### config.mk
export PLATFORM = sky130hd
export DESIGN_NAME = acc_frame_reduce
export DESIGN_NICKNAME = d
export VERILOG_FILES = /design/src/rtl/acc_frame_reduce.sv
export SDC_FILE = /design/constraint.sdc
export NUM_CORES = 1
export LEC_CHECK = 0
export CELL_PAD_IN_SITES_DETAIL_PLACEMENT = 1
export CELL_PAD_IN_SITES_GLOBAL_PLACEMENT = 2
export CORE_AREA = 2 2 79 81
export CTS_CLUSTER_DIAMETER = 60
export CTS_CLUSTER_SIZE = 14
export DETAILED_ROUTE_END_ITERATION = 16
export DIE_AREA = 0 0 81 83
export PLACE_DENSITY_LB_ADDON = 0.1
export SETUP_SLACK_MARGIN = 0.15
export SYNTH_ARGS = -nofsm -noshare
export SYNTH_HDL_FRONTEND = slang
export SYNTH_SLANG_ARGS = --single-unit
### constraint.sdc
create_clock -name i_clk -period 5.9 [get_ports i_clk]
set_input_delay 1.77 -clock i_clk [delete_from_list [all_inputs] [get_ports i_clk]]
set_output_delay 1.77 -clock i_clk [all_outputs]
set_load 0.02 [all_outputs]
### src/rtl/acc_frame_reduce.sv
// Signed frame accumulator: sums LEN valid partial sums and presents the total on a
// valid/ready output register. Optional ACC_SAT_EN clamps the result when OUT_W < ACC_W.
module acc_frame_reduce #(
  parameter int IN_W  = 12,
  parameter int OUT_W = 16,
  parameter int LEN   = 4,
  localparam int CNT_W = $clog2(LEN),
  localparam int ACC_W = IN_W + CNT_W
) (
  input  logic             i_clk,
  input  logic             i_rst_n,
  input  logic [IN_W-1:0]  i_data,
  input  logic             i_valid,
  input  logic             i_clear,
  output logic [OUT_W-1:0] o_data,
  output logic             o_valid,
  input  logic             i_ready,
  output logic             o_overrun,
  output logic [CNT_W-1:0] o_cnt
);

  localparam logic EMPTY = 1'b0;
  localparam logic FULL  = 1'b1;

  logic [CNT_W-1:0]        cnt;
  logic signed [ACC_W-1:0] acc;
  logic signed [ACC_W-1:0] sext;
  logic signed [ACC_W-1:0] sum;
  logic signed [OUT_W-1:0] conv;
  logic                    done;
  logic                    state;

  assign sext = {{CNT_W{i_data[IN_W-1]}}, i_data};
  assign sum  = acc + sext;
  // A clear forces the current sample to slot 0, so it can never complete a frame.
  assign done = i_valid && !i_clear && (cnt == CNT_W'(LEN - 1));

  generate
    if (OUT_W >= ACC_W) begin : g_ext
      assign conv = OUT_W'(sum);
    end else begin : g_narrow
`ifdef ACC_SAT_EN
      localparam logic signed [ACC_W-1:0] SMAX = {{(ACC_W-OUT_W+1){1'b0}}, {(OUT_W-1){1'b1}}};
      localparam logic signed [ACC_W-1:0] SMIN = {{(ACC_W-OUT_W+1){1'b1}}, {(OUT_W-1){1'b0}}};
      always_comb begin
        conv = sum[OUT_W-1:0];
        if (sum > SMAX)      conv = SMAX[OUT_W-1:0];
        else if (sum < SMIN) conv = SMIN[OUT_W-1:0];
      end
`else
      assign conv = sum[OUT_W-1:0];
`endif
    end
  endgenerate

  always_ff @(posedge i_clk or negedge i_rst_n) begin
    if (!i_rst_n) begin
      cnt <= '0;
      acc <= '0;
    end else if (i_clear) begin
      cnt <= i_valid ? CNT_W'(1) : '0;
      acc <= i_valid ? sext : '0;
    end else if (i_valid) begin
      if (cnt == '0) begin
        cnt <= CNT_W'(1);
        acc <= sext;
      end else if (done) begin
        cnt <= '0;
        acc <= sum;
      end else begin
        cnt <= cnt + CNT_W'(1);
        acc <= sum;
      end
    end
  end

  // Output holding register; a completion while FULL and not drained overwrites.
  always_ff @(posedge i_clk or negedge i_rst_n) begin
    if (!i_rst_n) begin
      state     <= EMPTY;
      o_data    <= '0;
      o_overrun <= 1'b0;
    end else if (done) begin
      o_data <= conv;
      state  <= FULL;
      if (state == FULL && !i_ready) o_overrun <= 1'b1;
    end else if (state == FULL && i_ready) begin
      state <= EMPTY;
    end
  end

  assign o_valid = state;
  assign o_cnt   = cnt;

endmodule

==> flow_summary.yaml <==
cts:
  cts_max_level: 2
  cts_buffers: 5
  cts_setup_buffers: 0
  clockBufferDepth: 2
  cts_hold_buf: 0
  clock-sinks: 32
  cts_resized: 0
  clkLatencyLatePin_ns: 0.28
  clk_pin_slew_ns: 0.07
  cts-root-buf: "clkbuf_8"
  cts_tree: "done"
yosys:
  yosys_register_bits: 32
  ys.warnings.count: 0
  syn_inst: 205
  synth_fp_nets: 238
  synth.distinct_cells: 40
  avgSynthCellArea_um2: 9.44
  netlist_area_um2: 1940
  synth-seq-area-share_pct: 41.4
layout:
  final_cell_count_no_fill: 313
  layout.cells.most_common: "clkdlybuf4s50_1"
  drive_above_1_share_pct: 7.56
  seqCellArea_um2: 801
  final_cell_mix: "clkdlybuf4s50_1, dfrtp_1, nand2_1"
  multiInputGateArea_um2: 1050
  fin_nets: 270
  diodes: 0
  syn_to_final_growth_pct: 25.7
  n_fill_cell: 688
critical_path:
  slowest_stage: "clkdlybuf4s50_1"
  cp_slowest_stage_delay_ns: 0.87
  required_ns: 6.06
  worst_setup_path_start_kind: "input port"
  crit_chain: "clkdlybuf4s50_1, nand3_1, mux2_2"
  r2r_slack_ns: 3.77
  crit_path_end_kind: "register"
  critical_path_arrival_ns: 4.05
  critPathKind: "in -> reg"
  cp_max_fo: 26
global_route:
  grt_max_degree: 33
  antenna_found_initial: 0
  grt_pass1_vias: 1755
  grt-ovfl-total: 0
  grt_pass1_wl_mm: 8.55
  track_usage_pct: 16.3
power_and_ir_drop:
  leakagePower_nw: 1.07
  switching_power_uw: 356
  p_seq_share_pct: 34.1
  p_per_area_nw_per_um2: 384
  peakVddDrop_uv: 141
  combPwrFrac_pct: 47.4
  pwr-share-clk_pct: 18.5
  intPower_uw: 579
  power.share.switching_pct: 38.1
floorplanning:
  die_x_um: 81
  num_rows: 28
  die_h_um: 83
  core-area_um2: 5820
  die-area_um2: 6720
  start_util_pct: 33.3
  io_pins: 37
timing:
  rsz0062_at_grt: "no"
  slew_headroom_pct: 34.2
  period_needed_ns: 3.88
  slew_violations: 0
  setup_tns_ns: 0
  finalCritPeriodShare_pct: 65.8
  fmax_ghz: 0.257
  clock_skew_ns: 0.0107
  finalHoldViolCount: 0
  tightestPinTransition_ns: 0.985
  setup_viol: 0
  hold_ws_ns: 0.484
detailed_routing:
  first_pass_iters: 4
  viasPerCell: 5.15
  first_iter_violations: 33
  drc: 0
  wl_per_cell_um: 15.7
  wl_mm: 4.91
  drtAntennaViolNets: 0
  vias: 1611
run:
  cap_violations: 0
outcome:
  outcome: "finished, final reports clean"
place:
  port_buffers: 36
  routabilityCongestion: 0.883
  dp.final_hpwl_mm: 3.82
  dp.cells: 305
worst_hold_path:
  hold_path_class: "reg -> reg"
cell type report:
cell class,instances,share of cell area (%)
Multi-Input combinational cell,153,43.1
Timing Repair Buffer,37,15.1
Inverter,8,1.23
Sequential cell,32,32.9
Clock buffer,6,3.39
Clock inverter,2,0.411
Tap cell,75,3.86
through the flow:
step	total power [mW]	util [%]	setup WS, ns	cell area, um2
3_5_place_dp	0.769	40.3	1.68	2340
3_3_place_gp	0.757	40.3	1.78	2340
2_1_floorplan	0.595	-	2.64	1940
5_1_grt	1.01	41.8	1.80	2430
6_report	0.934	41.8	2.02	2430
4_1_cts	0.950	41.8	1.99	2430
logic make-up after synthesis:
kind of cell | after synthesis | synth area share (%)
AOI/OAI and AO/OA | 75 | 24.4
and+or+nand+nor | 45 | 10.8
DFF | 32 | 41.4
buffers and inverters | 20 | 4.46
adders and majority gates | 16 | 10.7
xor gates and xnor gates | 12 | 5.43
muxes | 5 | 2.84
registers in the layout, summed over array words and instances (netlist names):
| name | count |
|---|---|
| o_data | 14 |
| acc | 14 |
| o_overrun | 1 |
| o_cnt | 2 |
| o_valid | 1 |
metal layers:
metal | routed length [um] | GRT usage, % | up-vias | part of all wire [%]
li1 | - | - | 793 | -
met1 | 2440 | 22.2 | 776 | 50
met5 | 0 | 0 | - | 0
met4 | 54 | 4.93 | 0 | 1.1
met3 | 157 | 3.59 | 4 | 3.2
met2 | 2260 | 25.5 | 38 | 46
power by group through the flow:
stage | logic, mW | clock network [mW] | registers (mW)
global route | 0.489 | 0.192 | 0.329
CTS | 0.446 | 0.183 | 0.321
global placement | 0.436 | 0 | 0.321
floorplan | 0.216 | 0 | 0.378
detailed placement | 0.444 | 0 | 0.325
finish | 0.443 | 0.173 | 0.319
Yosys cell counts:
cell / n / area [um2]
mux2i_1: 1 / 10.0
o21ai_1: 18 / 90.1
buf_4: 2 / 15.0
nand2b_1: 2 / 12.5
a221o_1: 1 / 10.0
xor2_1: 5 / 43.8
a21o_1: 4 / 30.0
o21ai_0: 11 / 55.1
a22o_1: 1 / 8.76
a31oi_1: 7 / 43.8
nor2_1: 5 / 18.8
o21a_1: 2 / 15.0
inv_1: 8 / 30.0
nand3_1: 4 / 20.0
a21oi_1: 15 / 75.1
dfrtp_1: 32 / 801
nor3_2: 1 / 10.0
buf_2: 3 / 15.0
clkbuf_1: 7 / 26.3
a41oi_1: 1 / 8.76
a211oi_1: 1 / 7.51
xnor2_1: 7 / 61.3
mux2_2: 4 / 45.0
a32oi_1: 1 / 8.76
a221oi_1: 1 / 8.76
fa_1: 1 / 20.0
and2_1: 1 / 6.26
a311oi_2: 1 / 15.0
o31a_1: 1 / 8.76
o21ai_4: 1 / 16.3
nand2_1: 24 / 90.1
ha_1: 15 / 188
a22oi_1: 4 / 30.0
nor2b_1: 5 / 31.3
o21bai_1: 2 / 15.0
nor3b_1: 1 / 7.51
or2_1: 1 / 6.26
a21oi_2: 2 / 17.5
o211ai_1: 1 / 7.51
and3_1: 1 / 6.26
worst max-delay path: cells and delay by family:
family / cells / cell delay (ns)
simple gates: 1 / 0.85
buf+inv: 1 / 0.87
mux: 1 / 0.55
path summary, 6_finish.rpt:
check,to,depth (start not counted),startpoint
min in group asynchronous,o_data[0]$_DFFE_PN0P_,2,i_rst_n
min,o_data[3]$_DFFE_PN0P_,2,o_data[3]$_DFFE_PN0P_
max reg2reg,o_data[12]$_DFFE_PN0P_,9,acc[0]$_DFFE_PN0P_
min reg2reg,o_data[3]$_DFFE_PN0P_,2,o_data[3]$_DFFE_PN0P_
max,o_data[4]$_DFFE_PN0P_,3,i_valid
max in group asynchronous,acc[6]$_DFFE_PN0P_,2,i_rst_n
No activity file was read; power rests on OpenSTA's default activity.
